$ cat src/rtl/aludec_pipe_pkg.sv
// Opcode/funct codes, alucontrol encodings and HI/LO scoreboard
// types shared by the registered ALU decoder.
package aludec_pipe_pkg;

   localparam logic [5:0] EXE_SPECIAL_INST = 6'b000000;
   localparam logic [5:0] EXE_REGIMM_INST  = 6'b000001;
   localparam logic [5:0] EXE_COP0_INST    = 6'b010000;
   localparam logic [5:0] EXE_J     = 6'b000010;
   localparam logic [5:0] EXE_JAL   = 6'b000011;
   localparam logic [5:0] EXE_BEQ   = 6'b000100;
   localparam logic [5:0] EXE_BNE   = 6'b000101;
   localparam logic [5:0] EXE_BLEZ  = 6'b000110;
   localparam logic [5:0] EXE_BGTZ  = 6'b000111;
   localparam logic [5:0] EXE_ADDI  = 6'b001000;
   localparam logic [5:0] EXE_ADDIU = 6'b001001;
   localparam logic [5:0] EXE_SLTI  = 6'b001010;
   localparam logic [5:0] EXE_SLTIU = 6'b001011;
   localparam logic [5:0] EXE_ANDI  = 6'b001100;
   localparam logic [5:0] EXE_ORI   = 6'b001101;
   localparam logic [5:0] EXE_XORI  = 6'b001110;
   localparam logic [5:0] EXE_LUI   = 6'b001111;
   localparam logic [5:0] EXE_LB    = 6'b100000;
   localparam logic [5:0] EXE_LH    = 6'b100001;
   localparam logic [5:0] EXE_LW    = 6'b100011;
   localparam logic [5:0] EXE_LBU   = 6'b100100;
   localparam logic [5:0] EXE_LHU   = 6'b100101;
   localparam logic [5:0] EXE_SB    = 6'b101000;
   localparam logic [5:0] EXE_SH    = 6'b101001;
   localparam logic [5:0] EXE_SW    = 6'b101011;

   localparam logic [5:0] EXE_SLL     = 6'b000000;
   localparam logic [5:0] EXE_SRL     = 6'b000010;
   localparam logic [5:0] EXE_SRA     = 6'b000011;
   localparam logic [5:0] EXE_SLLV    = 6'b000100;
   localparam logic [5:0] EXE_SRLV    = 6'b000110;
   localparam logic [5:0] EXE_SRAV    = 6'b000111;
   localparam logic [5:0] EXE_JR      = 6'b001000;
   localparam logic [5:0] EXE_JALR    = 6'b001001;
   localparam logic [5:0] EXE_SYSCALL = 6'b001100;
   localparam logic [5:0] EXE_BREAK   = 6'b001101;
   localparam logic [5:0] EXE_MFHI    = 6'b010000;
   localparam logic [5:0] EXE_MTHI    = 6'b010001;
   localparam logic [5:0] EXE_MFLO    = 6'b010010;
   localparam logic [5:0] EXE_MTLO    = 6'b010011;
   localparam logic [5:0] EXE_MULT    = 6'b011000;
   localparam logic [5:0] EXE_MULTU   = 6'b011001;
   localparam logic [5:0] EXE_DIV     = 6'b011010;
   localparam logic [5:0] EXE_DIVU    = 6'b011011;
   localparam logic [5:0] EXE_ADD     = 6'b100000;
   localparam logic [5:0] EXE_ADDU    = 6'b100001;
   localparam logic [5:0] EXE_SUB     = 6'b100010;
   localparam logic [5:0] EXE_SUBU    = 6'b100011;
   localparam logic [5:0] EXE_AND     = 6'b100100;
   localparam logic [5:0] EXE_OR      = 6'b100101;
   localparam logic [5:0] EXE_XOR     = 6'b100110;
   localparam logic [5:0] EXE_NOR     = 6'b100111;
   localparam logic [5:0] EXE_SLT     = 6'b101010;
   localparam logic [5:0] EXE_SLTU    = 6'b101011;
   localparam logic [5:0] EXE_ERET    = 6'b011000;

   localparam logic [4:0] EXE_MF_RS = 5'b00000;
   localparam logic [4:0] EXE_MT_RS = 5'b00100;
   localparam logic [4:0] EXE_CO_RS = 5'b10000;

   localparam logic [7:0] EXE_NOP_OP     = 8'b00000000;
   localparam logic [7:0] EXE_AND_OP     = 8'b00100100;
   localparam logic [7:0] EXE_OR_OP      = 8'b00100101;
   localparam logic [7:0] EXE_XOR_OP     = 8'b00100110;
   localparam logic [7:0] EXE_NOR_OP     = 8'b00100111;
   localparam logic [7:0] EXE_ANDI_OP    = 8'b01011001;
   localparam logic [7:0] EXE_ORI_OP     = 8'b01011010;
   localparam logic [7:0] EXE_XORI_OP    = 8'b01011011;
   localparam logic [7:0] EXE_LUI_OP     = 8'b01011100;
   localparam logic [7:0] EXE_SLL_OP     = 8'b01111100;
   localparam logic [7:0] EXE_SLLV_OP    = 8'b00000100;
   localparam logic [7:0] EXE_SRL_OP     = 8'b00000010;
   localparam logic [7:0] EXE_SRLV_OP    = 8'b00000110;
   localparam logic [7:0] EXE_SRA_OP     = 8'b00000011;
   localparam logic [7:0] EXE_SRAV_OP    = 8'b00000111;
   localparam logic [7:0] EXE_MFHI_OP    = 8'b00010000;
   localparam logic [7:0] EXE_MTHI_OP    = 8'b00010001;
   localparam logic [7:0] EXE_MFLO_OP    = 8'b00010010;
   localparam logic [7:0] EXE_MTLO_OP    = 8'b00010011;
   localparam logic [7:0] EXE_SLT_OP     = 8'b00101010;
   localparam logic [7:0] EXE_SLTU_OP    = 8'b00101011;
   localparam logic [7:0] EXE_SLTI_OP    = 8'b01010111;
   localparam logic [7:0] EXE_SLTIU_OP   = 8'b01011000;
   localparam logic [7:0] EXE_ADD_OP     = 8'b00100000;
   localparam logic [7:0] EXE_ADDU_OP    = 8'b00100001;
   localparam logic [7:0] EXE_SUB_OP     = 8'b00100010;
   localparam logic [7:0] EXE_SUBU_OP    = 8'b00100011;
   localparam logic [7:0] EXE_ADDI_OP    = 8'b01010101;
   localparam logic [7:0] EXE_ADDIU_OP   = 8'b01010110;
   localparam logic [7:0] EXE_MULT_OP    = 8'b00011000;
   localparam logic [7:0] EXE_MULTU_OP   = 8'b00011001;
   localparam logic [7:0] EXE_DIV_OP     = 8'b00011010;
   localparam logic [7:0] EXE_DIVU_OP    = 8'b00011011;
   localparam logic [7:0] EXE_JR_OP      = 8'b00001000;
   localparam logic [7:0] EXE_JALR_OP    = 8'b00001001;
   localparam logic [7:0] EXE_SYSCALL_OP = 8'b00001100;
   localparam logic [7:0] EXE_BREAK_OP   = 8'b00001011;
   localparam logic [7:0] EXE_LB_OP      = 8'b11100000;
   localparam logic [7:0] EXE_LBU_OP     = 8'b11100100;
   localparam logic [7:0] EXE_LH_OP      = 8'b11100001;
   localparam logic [7:0] EXE_LHU_OP     = 8'b11100101;
   localparam logic [7:0] EXE_LW_OP      = 8'b11100011;
   localparam logic [7:0] EXE_SB_OP      = 8'b11101000;
   localparam logic [7:0] EXE_SH_OP      = 8'b11101001;
   localparam logic [7:0] EXE_SW_OP      = 8'b11101011;
   localparam logic [7:0] EXE_MFC0_OP    = 8'b01011101;
   localparam logic [7:0] EXE_MTC0_OP    = 8'b01100000;
   localparam logic [7:0] EXE_ERET_OP    = 8'b01101011;

   typedef enum logic [1:0] {
      SB_IDLE     = 2'd0,
      SB_BUSY_MUL = 2'd1,
      SB_BUSY_DIV = 2'd2
   } sb_state_e;

   typedef struct packed {
      logic [7:0] aluop;
      logic       ri;
      logic       hilo;
      logic       mul;
      logic       div;
   } dec_t;

endpackage

$ cat src/rtl/aludec_pipe_comb.sv
// Pure combinational MIPS op/funct decode into alucontrol, ri and
// HI/LO hazard flags. COP0 decode is enabled by ALUDEC_CP0_EN.
module aludec_pipe_comb
   import aludec_pipe_pkg::*;
(
   input  logic [5:0] op,
   input  logic [5:0] funct,
   input  logic [4:0] rs,
   output dec_t       dec
);

   logic [7:0] sp_op;
   logic       sp_ri;
   logic       sp_hilo;
   logic       sp_mul;
   logic       sp_div;

   always_comb begin
      sp_op   = EXE_NOP_OP;
      sp_ri   = 1'b0;
      sp_hilo = 1'b0;
      sp_mul  = 1'b0;
      sp_div  = 1'b0;
      unique case (funct)
         EXE_AND:     sp_op = EXE_AND_OP;
         EXE_OR:      sp_op = EXE_OR_OP;
         EXE_XOR:     sp_op = EXE_XOR_OP;
         EXE_NOR:     sp_op = EXE_NOR_OP;
         EXE_SLL:     sp_op = EXE_SLL_OP;
         EXE_SRL:     sp_op = EXE_SRL_OP;
         EXE_SRA:     sp_op = EXE_SRA_OP;
         EXE_SLLV:    sp_op = EXE_SLLV_OP;
         EXE_SRLV:    sp_op = EXE_SRLV_OP;
         EXE_SRAV:    sp_op = EXE_SRAV_OP;
         EXE_ADD:     sp_op = EXE_ADD_OP;
         EXE_ADDU:    sp_op = EXE_ADDU_OP;
         EXE_SUB:     sp_op = EXE_SUB_OP;
         EXE_SUBU:    sp_op = EXE_SUBU_OP;
         EXE_SLT:     sp_op = EXE_SLT_OP;
         EXE_SLTU:    sp_op = EXE_SLTU_OP;
         EXE_JR:      sp_op = EXE_JR_OP;
         EXE_JALR:    sp_op = EXE_JALR_OP;
         EXE_SYSCALL: sp_op = EXE_SYSCALL_OP;
         EXE_BREAK:   sp_op = EXE_BREAK_OP;
         EXE_MFHI: begin
            sp_op   = EXE_MFHI_OP;
            sp_hilo = 1'b1;
         end
         EXE_MTHI: begin
            sp_op   = EXE_MTHI_OP;
            sp_hilo = 1'b1;
         end
         EXE_MFLO: begin
            sp_op   = EXE_MFLO_OP;
            sp_hilo = 1'b1;
         end
         EXE_MTLO: begin
            sp_op   = EXE_MTLO_OP;
            sp_hilo = 1'b1;
         end
         EXE_MULT, EXE_MULTU: begin
            sp_op   = funct[0] ? EXE_MULTU_OP : EXE_MULT_OP;
            sp_hilo = 1'b1;
            sp_mul  = 1'b1;
         end
         EXE_DIV, EXE_DIVU: begin
            sp_op   = funct[0] ? EXE_DIVU_OP : EXE_DIV_OP;
            sp_hilo = 1'b1;
            sp_div  = 1'b1;
         end
         default: sp_ri = 1'b1;
      endcase
   end

   always_comb begin
      dec       = '0;
      dec.aluop = EXE_NOP_OP;
      unique case (op)
         EXE_SPECIAL_INST: begin
            dec.aluop = sp_op;
            dec.ri    = sp_ri;
            dec.hilo  = sp_hilo;
            dec.mul   = sp_mul;
            dec.div   = sp_div;
         end
         EXE_ANDI:  dec.aluop = EXE_ANDI_OP;
         EXE_ORI:   dec.aluop = EXE_ORI_OP;
         EXE_XORI:  dec.aluop = EXE_XORI_OP;
         EXE_LUI:   dec.aluop = EXE_LUI_OP;
         EXE_ADDI:  dec.aluop = EXE_ADDI_OP;
         EXE_ADDIU: dec.aluop = EXE_ADDIU_OP;
         EXE_SLTI:  dec.aluop = EXE_SLTI_OP;
         EXE_SLTIU: dec.aluop = EXE_SLTIU_OP;
         EXE_LB:    dec.aluop = EXE_LB_OP;
         EXE_LBU:   dec.aluop = EXE_LBU_OP;
         EXE_LH:    dec.aluop = EXE_LH_OP;
         EXE_LHU:   dec.aluop = EXE_LHU_OP;
         EXE_LW:    dec.aluop = EXE_LW_OP;
         EXE_SB:    dec.aluop = EXE_SB_OP;
         EXE_SH:    dec.aluop = EXE_SH_OP;
         EXE_SW:    dec.aluop = EXE_SW_OP;
         EXE_J, EXE_JAL, EXE_BEQ, EXE_BNE,
         EXE_BGTZ, EXE_BLEZ, EXE_REGIMM_INST: begin
            dec.ri = 1'b0;
         end
`ifdef ALUDEC_CP0_EN
         EXE_COP0_INST: begin
            if (rs == EXE_MT_RS) begin
               dec.aluop = EXE_MTC0_OP;
            end else if (rs == EXE_MF_RS) begin
               dec.aluop = EXE_MFC0_OP;
            end else if (rs == EXE_CO_RS && funct == EXE_ERET) begin
               // ERET serialises against an in-flight MULT/DIV
               dec.aluop = EXE_ERET_OP;
               dec.hilo  = 1'b1;
            end else begin
               dec.ri = 1'b1;
            end
         end
`endif
         default: dec.ri = 1'b1;
      endcase
   end

`ifndef ALUDEC_CP0_EN
   logic unused_rs;
   assign unused_rs = ^rs;
`endif

endmodule

$ cat src/rtl/aludec_pipe.sv
// Registered ID/EX alucontrol stage with valid/ready, optional skid
// entry and HI/LO scoreboard. COP0 decode enabled by ALUDEC_CP0_EN.
module aludec_pipe
   import aludec_pipe_pkg::*;
#(
   parameter int ALUOP_W    = 8,
   parameter int MUL_CYCLES = 2,
   parameter int DIV_CYCLES = 36,
   parameter int SKID_EN    = 1
) (
   input  logic               clk,
   input  logic               rst,
   input  logic               in_valid,
   output logic               in_ready,
   input  logic [5:0]         op,
   input  logic [5:0]         funct,
   input  logic [4:0]         rs,
   input  logic               flush,
   output logic               out_valid,
   input  logic               out_ready,
   output logic [ALUOP_W-1:0] alucontrol,
   output logic               ri,
   output logic               hilo_busy
);

   dec_t       dec;
   logic [8:0] in_ent;
   logic [8:0] out_q, out_d, skid_q, skid_d;
   logic       out_valid_q, out_valid_d;
   logic       skid_valid_q, skid_valid_d;
   logic       can_load, accept, out_fire;
   sb_state_e  state_q, state_d;
   logic [5:0] cnt_q, cnt_d;

   aludec_pipe_comb u_dec (
      .op    (op),
      .funct (funct),
      .rs    (rs),
      .dec   (dec)
   );

   assign in_ent   = {dec.ri, dec.aluop};
   assign out_fire = out_valid_q && out_ready;
   // with the skid entry, ready depends only on registered state
   assign can_load = (SKID_EN != 0) ? !skid_valid_q
                                    : (!out_valid_q || out_ready);
   assign in_ready = !rst && !flush && can_load
                     && !(hilo_busy && dec.hilo);
   assign accept   = in_valid && in_ready;

   always_comb begin
      out_d        = out_q;
      out_valid_d  = out_valid_q;
      skid_d       = skid_q;
      skid_valid_d = skid_valid_q;
      if (flush) begin
         out_valid_d  = 1'b0;
         skid_valid_d = 1'b0;
      end else if (!out_valid_q || out_fire) begin
         if (skid_valid_q) begin
            out_d        = skid_q;
            out_valid_d  = 1'b1;
            skid_valid_d = accept;
            if (accept) skid_d = in_ent;
         end else begin
            out_valid_d = accept;
            if (accept) out_d = in_ent;
         end
      end else if (accept) begin
         skid_d       = in_ent;
         skid_valid_d = 1'b1;
      end
   end

   always_ff @(posedge clk) begin
      if (rst) begin
         out_q        <= '0;
         out_valid_q  <= 1'b0;
         skid_q       <= '0;
         skid_valid_q <= 1'b0;
      end else begin
         out_q        <= out_d;
         out_valid_q  <= out_valid_d;
         skid_q       <= skid_d;
         skid_valid_q <= skid_valid_d;
      end
   end

   always_ff @(posedge clk) begin
      if (rst) begin
         state_q <= SB_IDLE;
         cnt_q   <= '0;
      end else begin
         state_q <= state_d;
         cnt_q   <= cnt_d;
      end
   end

   always_comb begin
      state_d = state_q;
      cnt_d   = cnt_q;
      unique case (state_q)
         SB_IDLE: begin
            if (accept && dec.mul && MUL_CYCLES != 0) begin
               state_d = SB_BUSY_MUL;
               cnt_d   = 6'(MUL_CYCLES);
            end else if (accept && dec.div && DIV_CYCLES != 0) begin
               state_d = SB_BUSY_DIV;
               cnt_d   = 6'(DIV_CYCLES);
            end
         end
         SB_BUSY_MUL, SB_BUSY_DIV: begin
            if (cnt_q == 6'd1) begin
               state_d = SB_IDLE;
               cnt_d   = '0;
            end else begin
               cnt_d = cnt_q - 6'd1;
            end
         end
         default: begin
            state_d = SB_IDLE;
            cnt_d   = '0;
         end
      endcase
   end

   always_comb begin
      hilo_busy = (state_q != SB_IDLE);
   end

   assign out_valid  = out_valid_q;
   assign alucontrol = ALUOP_W'(out_q[7:0]);
   assign ri         = out_q[8];

endmodule

$ cat config.mk
export PLATFORM = sky130hd
export DESIGN_NAME = aludec_pipe
export DESIGN_NICKNAME = d
export VERILOG_FILES = /design/src/rtl/aludec_pipe_pkg.sv /design/src/rtl/aludec_pipe_comb.sv /design/src/rtl/aludec_pipe.sv
export SDC_FILE = /design/constraint.sdc
export NUM_CORES = 1
export LEC_CHECK = 0
export BUFFER_PORTS_ARGS = -buffer_cell sky130_fd_sc_hd__buf_2
export CAP_MARGIN = 10
export CORE_MARGIN = 10
export CORE_UTILIZATION = 52
export DETAILED_ROUTE_END_ITERATION = 6
export PLACE_DENSITY = 0.75
export SETUP_SLACK_MARGIN = 0.02
export SYNTH_ARGS = -nofsm -noshare
export SYNTH_HDL_FRONTEND = slang
export SYNTH_SLANG_ARGS = --single-unit
$ cat constraint.sdc
create_clock -name clk -period 3.3 [get_ports clk]
set_input_delay 0.825 -clock clk [delete_from_list [all_inputs] [get_ports clk]]
set_output_delay 0.825 -clock clk [all_outputs]
set_load 0.02 [all_outputs]
==> results of run 1 <==
## worst max-delay path: cells and delay by family
family / cells / cell delay, ns
buf+inv: 2 / 0.32
simple gates: 3 / 0.87
## final cells by class
| cell class | instances | area (sq um) | share of cell area |
|---|---|---|---|
| repair buffers | 29 | 147.6 | 0.07041 |
| well taps | 48 | 60.06 | 0.02864 |
| clock buffers | 4 | 55.05 | 0.02625 |
| inverters | 9 | 33.78 | 0.01611 |
| flip-flops and latches | 28 | 560.5 | 0.2673 |
| multi-input cells | 189 | 1240 | 0.5913 |
## sequential cells by signal (all words and copies together), names as in the netlist
signal        cells
cnt_q             6
out_q             9
out_valid         1
skid_q            9
skid_valid_q      1
state_q           2
## layer usage
metal	GRT usage	vias to the layer above
li1	-	928
met1	0.1800	807
met2	0.2182	37
met3	0.04194	2
met4	0.01730	0
met5	0	-
## worst paths after layout
kind / endpoint / cells past startpoint
worst max-delay path: in_ready / 5
worst max register to register: out_q[0] / 7
worst min register to register: out_q[6] / 2
worst min-delay path: out_q[6] / 2
## cells by family after synthesis
kind of cell / share of synthesized area
buffers and inverters: 0.06315
XOR/XNOR: 0.009116
multiplexers: 0.04232
adder cells (fa/ha/maj): 0.02604
flip-flops: 0.2917
AO/OA/AOI/OAI: 0.2253
AND/OR/NAND/NOR: 0.3425
## through the flow
step	power [mW]	setup slack, ns	utilization	hold slack (ns)
CTS	0.6590	0.5065	0.5815	0.4636
global route	0.6871	0.3759	0.5815	0.4802
global placement	0.4505	0.4922	0.5663	0.4436
floorplan	0.4243	0.7398	-	0.4450
detailed placement	0.4517	0.5053	0.5663	0.4490
finish	0.6512	0.4678	0.5815	0.4582
## report_power, final
| group | switching, mW | internal [mW] |
|---|---|---|
| registers | 0.00164 | 0.341 |
| logic | 0.0649 | 0.0369 |
| clock network | 0.100 | 0.107 |
## cell usage after synthesis (2+ instances only)
cell,n,share of area
nor4_1,2,0.0065
a211oi_1,8,0.031
or3_1,4,0.013
nor2b_1,15,0.049
inv_1,9,0.018
a31oi_1,3,0.0098
nand2_1,15,0.029
a21oi_1,13,0.034
o31ai_1,2,0.0078
buf_2,3,0.0078
clkbuf_1,10,0.020
dfxtp_1,28,0.29
nand4b_1,4,0.018
o41ai_1,6,0.027
nor3b_1,5,0.020
o211ai_1,3,0.012
nand3b_1,8,0.031
nand2b_1,7,0.023
ha_1,4,0.026
nor3_1,11,0.029
nand3_1,4,0.010
nor2_1,27,0.053
mux2i_1,7,0.036
buf_6,2,0.012
o32ai_1,2,0.0091
o21ai_0,12,0.031
==> results by stage, run 1 <==
Clock tree:
- The CTS buffer count is 3.
- The clock latency on the worst-skew pair is between 0.2 and 0.3 ns.
- The TritonCTS sink count is 28.
- The number of gates resized after CTS was 0.
- Clock-pin slew was measured on the worst setup and hold paths at roughly 0.090 ns.
- The CTS tree is yes.
- CTS built an H-tree with a depth of 1.
- The cts-stage hold buffer count is 0.
- The total setup buffers inserted after CTS is 0.
- The tree is rooted in a clkbuf_8.
- Counting along the longest clock path gives a buffer depth of 2.

Worst setup path:
- The cell with the most instances on the worst path is buf_2.
- The largest individual stage delay along the critical path comes from the cell nor3b_2.
- The worst setup path is captured at a primary output.
- The arrival time at the worst endpoint is 2.01 ns.
- The classification of the worst setup path is input port to primary output.
- The worst path required time is roughly 2.5 ns.
- In this run the worst path has a maximum fanout of 10.
- Traced cell by cell, the critical path runs through buf_2, nor3b_2, nand4_2, and2_1, buf_2.
- In this run the critical register-to-register path is launched from state_q[0].
- The startpoint type of the worst setup path is an input port.
- On the worst path, the slowest cell contributes a delay of 0.44 ns.
- The setup check on the worst reg-to-reg path leaves a slack of 1.40 ns.
- The worst setup path startpoint is funct[2].

Global routing:
- Entering global routing, the biggest net connects 37 pins.
- The via count of the first global-routing pass came to roughly 1600.
- After global routing the overflow that remains totals 0.
- Across every metal layer, demand over resource in global routing totals 0.1360.
- The first global-routing pass estimated 7.452 mm of wire.
- The number of antenna violations at the first check in global routing is 0.

Worst hold path:
- The start point of the worst hold path is out_q[6].
- The min-delay analysis places its worst path in the category flop to flop.

STA:
- The final-report hold violation count came to 0.
- The minimum clock period after layout is 2.832 ns.
- For the pin with the worst max-slew slack, the measured transition is 0.6640 ns.
- The final worst-path cycle share is 0.8582.
- In the final timing run, aggregate negative setup slack is 0 ns.
- Setup repair after global routing left no endpoint under its margin.
- The final number of setup-violating endpoints is 0.
- Between clock sinks in the finished design, the worst skew comes to 0.004222 ns.
- The fmax is 0.3531 GHz.
- The number of pins with negative max-slew slack in the final report is 0.
- In this run the tightest slew margin relative to its limit is 0.5573.

Logic synthesis:
- The synthesized netlist net count is 269.
- The synthesis warning total is 0.
- For this run, the register share of the synthesized area comes to 0.2917.
- The count of state elements after synthesis is 28.
- The cell count after synthesis is 243.
- The post-synthesis average cell area is 7.909 sq um.
- Summing every instance area after synthesis gives 1922 sq um.
- The most used flip-flop cell after synthesis is dfxtp_1.
- The number of different library cells used by synthesis comes to 55.
- Of all flip-flops after synthesis, the portion carrying an async set or reset was 0.
- The count of flip-flops with a built-in enable after synthesis is 0.

Layout:
- The post-route standard cell area excluding fillers is 2097 sq um.
- Leaving out fill and tap cells, the most frequent cells in the layout are dfxtp_1, buf_2, nor2_1, nor2b_1, nand2_1.
- The final standard cell count with taps included and fillers excluded is 307.
- The final layout contains 286 nets.
- The filler cells instantiated in the layout total 343.
- The number of antenna repair diodes is 0.
- The share of final-layout standard cells stronger than drive strength 1 is 0.1622.
- Compared with the post-synthesis result, the final layout area differs by 9.115%.

Drt:
- For this run, design rule violations remaining after detail routing come to 0.
- The wire length the detailed router placed on met1 is between 2 and 2.5 mm.
- The detailed-routed wire length on met3 is around 280 um.
- The ratio of routed vias to standard cells is 5.779.
- The detailed router used layers up to and including met4.
- The final layout contains routed wiring with a total length of 4.365 mm.
- In this run the remaining antenna-violating nets after routing total 0.
- The routed wire length on met2 is 2.030 mm.
- The starting DRC count in detailed routing is 135.
- The number of iterations in the first detailed-routing pass is 4.
- Dividing the detail-routed wire length by the instance count gives 14.22 um.
- The final route contains 1774 vias.

Floorplanning:
- The floorplan die height is slightly above 80 um.
- The die covers about 6500 sq um.
- The row count is 22.
- The initial core utilization is 0.5330.
- The standard cell core area is 3606 sq um.
- 34 I/O pins were placed.
- From left edge to right edge, the die measures 80.80 um.

Place:
- The placer's final routability congestion estimate is 0.8121.
- During placement, the flow inserted port buffers numbering 28.
- Once detailed placement completed, the half-perimeter wirelength came to 3.308 mm.
- Counting tap cells, the placed design contains a total of 303 instances.
- The instance area after placement is 2042 sq um.

Outcome:
- The flow ran to the end, and the final reports show no timing, DRC or antenna violations.

Flow run:
- The tool flagged a number of max-cap violations equal to 0.

Pwr:
- Dividing total power by cell area gives a power density of ~310 nW/um^2.
- IR analysis of the VDD net gives a maximum drop of 0.3020 mV.
- Summed over all cells, the static leakage comes to 0.7802 nW.
Note: power is estimated with default switching activity, not from simulation.
==> inputs of run 2 (changes only) <==
CORE_UTILIZATION = 50   (was 52)
PLACE_DENSITY = 0.87   (was 0.75)
clock period = 2.4 ns   (was 3.3 ns; I/O delays follow)
==> run 2 against run 1 <==
Largest power group unchanged. First-iteration DRC count is 24% lower. Clock-buffer cell count is 1 lower. Hold slack better by 0.0058 ns. Largest cell class unchanged. Die area is 3.0% higher. Clock power is 79% higher. Critical endpoint unchanged. Setup slack worse by 0.32 ns. Core utilization is 1.8 points higher. Cell area is 5.4% higher. Clock skew is 0.0013 ns lower.
==> results by stage, run 2 (synthesis gave the netlist of run 1 again) <==
Drt:
- The average wire per standard cell is 14.35 um (was 14.22 um).
- The remaining number of nets flagged by the antenna check after routing is 0 (unchanged).
- The starting DRC count in detailed routing is 103 (was 135).
- The total wire length after detailed routing was 4.592 mm (was 4.365 mm).
- The number of vias in the routed layout is 1851 (was 1774).
- The number of remaining DRC errors came to 0 (unchanged).
- The number of iterations in the first detailed-routing pass is 5 (was 4).
- The ratio of routed vias to standard cells is 5.784 (was 5.779).

Pwr:
- The maximum VDD drop is 0.2769 mV (was 0.3020 mV).
- The clock power share is 0.372 (was 0.318).
- The power per standard cell area is 450.8 nW/um^2 (was 310.5 nW/um^2).
- The total design power was 996.6 uW (was 651.2 uW).
- The sequential share of power is 0.473 (was 0.526).
- The power share of the combinational group came to 0.156 (about the same).
- The switching power summed over all nets was 241.8 uW (was 166.9 uW).
- The cell leakage power is 0.8502 nW (was 0.7802 nW).
- The net switching share of the total power is 0.2427 (was 0.2562).
- The internal power consumption is 754.7 uW (was 484.4 uW).

Clock tree:
- The CTS buffer count is 3 (unchanged).
- The clock input transition at the sequential cells of the worst setup and hold paths is 0.10 ns (was 0.09 ns).
- The CTS tree is yes (unchanged).
- The H-tree depth reported by CTS is 1 (unchanged).
- The deepest clock path buffer count is 2 (unchanged).
- The TritonCTS sink count was 28 (unchanged).
- The number of gates given a new drive strength after cts came to 0 (unchanged).
- The cts-stage hold buffer count is 0 (unchanged).
- The buffer cell driving the clock tree root is clkbuf_8 (unchanged).
- The clock latency on the worst-skew pair was 0.27 ns (about the same).
- The total setup buffers inserted after CTS is 0 (unchanged).

STA:
- The relative slew slack is 0.6298 (was 0.5573).
- The final number of setup-violating endpoints is 0 (unchanged).
- Of the available clock period, the critical path in the final layout requires 0.9365.
- The minimum clock period after layout is 2.248 ns.
- The worst-margin pin slew came to 0.5553 ns (was 0.6640 ns).
- The setup TNS came to 0 ns (unchanged).
- Derived from the worst setup path, the maximum achievable clock frequency is 0.4449 GHz.
- The final-report hold violation count is 0 (unchanged).
- The final setup skew is 0.002911 ns (was 0.004222 ns).
- RSZ-0062 raised after global routing: false (unchanged).
- The number of pins with negative max-slew slack in the final report is 0 (unchanged).

Worst setup path:
- The cell with the most instances on the worst path is buf_2 (unchanged).
- The slowest stage cell on the critical path is nor4_4 (was nor3b_2).
- The worst path required time is 1.80 ns (was 2.47 ns).
- The classification of the worst setup path is input port to primary output (unchanged).
- The register-to-register path setup slack is 0.44 ns (was 1.40 ns).
- The worst-path maximum fanout is 3 (was 10).
- The critical register-to-register path endpoint is skid_q[7] (was out_q[0]).
- The reg-to-reg startpoint is state_q[0] (unchanged).
- The worst setup path startpoint is op[1] (was funct[2]).
- The maximum single-stage delay on the critical path is 0.43 ns (was 0.44 ns).
- The critical path capture point type is a primary output (unchanged).
- The arrival time at the worst endpoint is 1.65 ns (was 2.01 ns).
- Critical-path cell list: buf_2, nor4_4, nand4_2, and2_1, buf_2 (was buf_2, nor3b_2, nand4_2, and2_1, buf_2).
- The startpoint type of the worst setup path was an input port (unchanged).
- The length in cells of the worst reg-to-reg path is 8 (was 7).
- The timing endpoint of the critical path was in_ready (unchanged).

Floorplanning:
- The row count is 22 (unchanged).
- The area of the die came to 6723 sq um (was 6528 sq um).
- The initial core utilization is 0.5210 (was 0.5330).
- The die width was 82.00 um (was 80.80 um).
- The floorplan die height is 82.00 um (was 80.80 um).
- The number of I/O pins is 34 (unchanged).
- The standard cell core area is 3689 sq um (was 3606 sq um).

Worst hold path:
- The worst min-delay path class was flop to flop (unchanged).
- The cell depth of the worst min-delay path came to 2 (unchanged).

Place:
- The placer's final routability congestion estimate was 0.9213 (was 0.8121).
- The half-perimeter wire length after detailed placement is 3.515 mm (was 3.308 mm).
- The port buffer count is 28 (unchanged).
- The instance area after placement was 2140 sq um (was 2042 sq um).

Global routing:
- The fraction of met3 tracks used by global routing is 0.03166 (was 0.04194).
- The pin count of the biggest net entering global routing is 35 (was 37).
- The total global routing track utilization was 0.1383 (was 0.1360).
- The met2 track demand over resource is 0.2571 (was 0.2182).
- The global-route wire length before repair was 7.734 mm (was 7.452 mm).
- The number of antenna violations at the first check in global routing is 0 (unchanged).
- The routing usage on met1 is 0.1571 (was 0.1800).
- The total overflow reported by the global router is 0 (unchanged).
- The most used routing layer is met2 (unchanged).
- The via count of the first global-routing pass was 1775 (was 1614).

Layout:
- Registers with the most flip-flops: out_q x9, skid_q x9, cnt_q x6 (unchanged).
- The area added between synthesis and finish was 15.04% (was 9.115%).
- The post-route standard cell area excluding fillers came to 2211 sq um (was 2097 sq um).
- The number of antenna repair diodes is 0 (unchanged).
- The layout net count is 299 (was 286).
- Leading cell types in the layout, fill and taps excluded: dfxtp_1, buf_2, nor2_1, nor2b_1, nand2_1 (unchanged).
- The share of final-layout standard cells stronger than drive strength 1 came to 0.2022 (was 0.1622).
- The number of fillers in the final layout came to 349 (was 343).

Outcome:
- Status: finished, final reports clean (unchanged).

Flow run:
- The max-cap check violation count was 0 (unchanged).
-- run 2: cell types whose count changed in the layout (fill, tap and decap cells not counted) --
cell / delta
buf_4: +13
bufinv_16: +1
clkbuf_8: -1
-- run 2: cell type report --
type                       count  area [sq um]  area share
clock inverter                 1         30.03     0.01358
multi-input combinational    189          1240      0.5608
sequential                    28         560.5      0.2535
clock buffer                   3         41.29     0.01868
inverter                       9         33.78     0.01528
tap                           48         60.06     0.02716
timing repair buffer          42         245.2      0.1109
-- run 2: critical path: cells and delay by family --
kind                   cells  cell delay (ns)
buffers and inverters      2             0.28
and+or+nand+nor            3             0.77
-- run 2: per-stage QoR --
stage	instances	hold WS, ns	utilization	setup slack, ns
2_1_floorplan	243	0.4450	-	0.2898
3_3_place_gp	316	0.4440	0.5801	0.09344
3_5_place_dp	316	0.4480	0.5801	0.09871
4_1_cts	320	0.4652	0.5994	0.1684
5_1_grt	320	0.4907	0.5994	0.09604
6_report	320	0.4640	0.5994	0.1523
-- run 2: power by group through the flow --
stage	registers (mW)	logic, mW	clock network (mW)
2_1_floorplan	0.486	0.0973	0
6_report	0.471	0.155	0.371
4_1_cts	0.471	0.154	0.378
3_3_place_gp	0.481	0.150	0
5_1_grt	0.472	0.171	0.393
3_5_place_dp	0.482	0.154	0
-- run 2: how the worst min path moves through the flow --
stage,from,to,slack [ns]
after floorplan,cnt_q[1],cnt_q[1],0.45
after global placement,out_q[6],out_q[6],0.44
after detailed placement,out_q[6],out_q[6],0.45
after CTS,out_q[6],out_q[6],0.47
after global routing,out_q[4],out_q[4],0.49
final,out_q[6],out_q[6],0.46
-- run 2: routing by layer --
metal / share of wire / vias to the layer above / wire length (um)
li1: - / 946 / -
met1: 0.43 / 863 / 1952
met2: 0.53 / 40 / 2426
met3: 0.042 / 2 / 194
met4: 0.0041 / 0 / 19
met5: 0 / - / 0
==> inputs of run 3 (changes only) <==
PLACE_DENSITY = unset   (was 0.87)
PLACE_DENSITY_LB_ADDON = 0.12   (was unset)
==> run 3 against run 2 <==
Setup slack got worse by 0.040 ns. Maximum frequency is 1.8% lower. Sequential cell count unchanged. Combinational power barely moved. Clock skew grew 0.0048 ns. Highest routed layer unchanged.
==> results by stage, run 3 (synthesis gave the netlist of run 1 again) <==
Drt:
- The starting DRC count in detailed routing is 134 (was 103).
- The number of vias in the routed layout was 1834 (was 1851).
- The remaining number of nets flagged by the antenna check after routing is 0 (unchanged).
- The number of remaining DRC errors is 0 (unchanged).
- The number of iterations in the first detailed-routing pass is 4 (was 5).
- The average wire per standard cell is 13.85 um (was 14.35 um).
- The total wire length after detailed routing came to 4.486 mm (was 4.592 mm).
- The ratio of routed vias to standard cells was 5.660 (was 5.784).

Worst setup path:
- The slowest stage cell on the critical path is nor3b_2 (was nor4_4).
- The maximum single-stage delay on the critical path is 0.44 ns (was 0.43 ns).
- Critical-path cell list: buf_2, nor3b_2, nand4_2, and2_1, buf_2 (was buf_2, nor4_4, nand4_2, and2_1, buf_2).
- The length in cells of the worst reg-to-reg path is 8 (unchanged).
- The startpoint type of the worst setup path is an input port (unchanged).
- The classification of the worst setup path was input port to primary output (unchanged).
- The cell with the most instances on the worst path is buf_2 (unchanged).
- The arrival time at the worst endpoint is 1.69 ns (was 1.65 ns).
- The worst-path maximum fanout is 10 (was 3).
- The critical path capture point type is a primary output (unchanged).
- The worst path required time is 1.80 ns (about the same).

Layout:
- The number of antenna repair diodes is 0 (unchanged).
- The share of final-layout standard cells stronger than drive strength 1 came to 0.2138 (was 0.2022).
- Leading cell types in the layout, fill and taps excluded: dfxtp_1, buf_2, nor2_1, buf_4 (was dfxtp_1, buf_2, nor2_1, nor2b_1, nand2_1).
- Registers with the most flip-flops: out_q x9, skid_q x9, cnt_q x6 (unchanged).
- The final standard cell count with taps included and fillers excluded came to 324 (was 320).
- The layout net count is 303 (was 299).
- The area added between synthesis and finish is 16.60% (was 15.04%).
- The number of fillers in the final layout is 355 (was 349).
- The post-route standard cell area excluding fillers is 2241 sq um (was 2211 sq um).

STA:
- The relative slew slack was 0.6459 (was 0.6298).
- The fmax is 0.4370 GHz (was 0.4449 GHz).
- RSZ-0062 raised after global routing: false (unchanged).
- The final setup skew is 0.007701 ns (was 0.002911 ns).
- The worst hold slack after final layout is 0.4603 ns (was 0.4640 ns).
- The final number of setup-violating endpoints is 0 (unchanged).
- The number of pins with negative max-slew slack in the final report came to 0 (unchanged).
- The worst-margin pin slew is 0.5311 ns (was 0.5553 ns).
- The final-report hold violation count is 0 (unchanged).
- The setup TNS was 0 ns (unchanged).
- The final worst-path cycle share is 0.9534 (was 0.9365).
- The minimum clock period after layout came to 2.288 ns (was 2.248 ns).

Global routing:
- The global-route wire length before repair is 7.500 mm (was 7.734 mm).
- The fraction of met3 tracks used by global routing was 0.03057 (was 0.03166).
- The routing usage on met1 is 0.1729 (was 0.1571).
- The total global routing track utilization came to 0.1359 (was 0.1383).
- The pin count of the biggest net entering global routing is 36 (was 35).
- The number of antenna violations at the first check in global routing is 0 (unchanged).
- The via count of the first global-routing pass is 1672 (was 1775).
- The most used routing layer is met2 (unchanged).
- The total overflow reported by the global router is 0 (unchanged).
- The met2 track demand over resource is 0.2304 (was 0.2571).

Clock tree:
- The CTS tree is yes (unchanged).
- The clock input transition at the sequential cells of the worst setup and hold paths is 0.09 ns (was 0.10 ns).
- The buffer cell driving the clock tree root is clkbuf_8 (unchanged).
- The clock latency on the worst-skew pair was 0.27 ns (about the same).
- The H-tree depth reported by CTS is 1 (unchanged).
- The deepest clock path buffer count came to 2 (unchanged).
- The cts-stage hold buffer count is 0 (unchanged).
- The total setup buffers inserted after CTS is 0 (unchanged).
- The number of gates given a new drive strength after cts is 0 (unchanged).
- The TritonCTS sink count is 28 (unchanged).
- The CTS buffer count is 3 (unchanged).

Floorplanning:
- The standard cell core area is 3689 sq um (unchanged).
- The area of the die is 6723 sq um (unchanged).
- The initial core utilization was 0.5210 (unchanged).
- The floorplan die height is 82.00 um (unchanged).
- The number of I/O pins is 34 (unchanged).
- The die width is 82.00 um (unchanged).
- The row count is 22 (unchanged).

Place:
- The placer's final routability congestion estimate is 0.8077 (was 0.9213).
- The total placed cells including tap cells came to 320 (was 316).
- The port buffer count is 28 (unchanged).
- The half-perimeter wire length after detailed placement is 3.425 mm (was 3.515 mm).
- The instance area after placement came to 2170 sq um (was 2140 sq um).

Pwr:
- The clock power share is 0.370 (was 0.372).
- The cell leakage power is 0.8706 nW (was 0.8502 nW).
- The switching power summed over all nets is 240.4 uW (was 241.8 uW).
- The net switching share of the total power is 0.2409 (was 0.2427).
- The sequential share of power is 0.472 (was 0.473).
- The internal power consumption came to 757.4 uW (was 754.7 uW).
- The maximum VDD drop is 0.5132 mV (was 0.2769 mV).
- The power per standard cell area was 445.3 nW/um^2 (was 450.8 nW/um^2).
- The power share of the combinational group is 0.158 (was 0.156).

Worst hold path:
- The cell depth of the worst min-delay path is 2 (unchanged).
- The worst min-delay path class is flop to flop (unchanged).

Flow run:
- The max-cap check violation count is 0 (unchanged).

Outcome:
- Status: finished, final reports clean (unchanged).
## run 3: cell count changes in the layout (fill, tap and decap cells not counted)
cell / previous run / this run
buf_4: 14 / 18
## run 3: routing by layer
layer / up-vias / part of all wire
met1: 858 / 0.49
met3: 4 / 0.027
met4: 0 / 0.0076
met2: 19 / 0.47
li1: 953 / -
met5: - / 0
## run 3: path summary, 6_finish.rpt
| check | startpoint | end | slack, ns |
|---|---|---|---|
| min reg2reg | out_q[4] | out_q[4] | 0.46 |
| max | funct[2] | in_ready | 0.11 |
| max reg2reg | state_q[1] | skid_q[7] | 0.49 |
| min | out_q[4] | out_q[4] | 0.46 |
## run 3: per-stage QoR
step	utilization	total power, mW	worst slack (ns)
after floorplan	-	0.5834	0.2898
after global placement	0.5882	0.6385	0.08243
after detailed placement	0.5882	0.6394	0.08316
after CTS	0.6075	1.014	0.1154
after global routing	0.6075	1.041	0.06265
final	0.6075	0.9979	0.1119
## run 3: cell type report
type                       instances  area [sq um]  share of cell area
timing repair buffer              46         275.3              0.1228
inverter                           9         33.78             0.01508
multi-input combinational        189          1240              0.5533
clock buffer                       3         41.29             0.01843
sequential                        28         560.5              0.2501
clock inverter                     1         30.03             0.01340
tap                               48         60.06             0.02680
## run 3: critical path: cells and delay by family
kind          cells  cell delay (ns)
simple gates      3             0.76
buf+inv           2             0.32
## run 3: power groups by stage
stage,registers [mW],clock network (mW),logic (mW)
after global placement,0.481,0,0.157
after detailed placement,0.481,0,0.158
final,0.471,0.370,0.158
after global routing,0.472,0.394,0.175
after floorplan,0.486,0,0.0973
after CTS,0.471,0.384,0.158
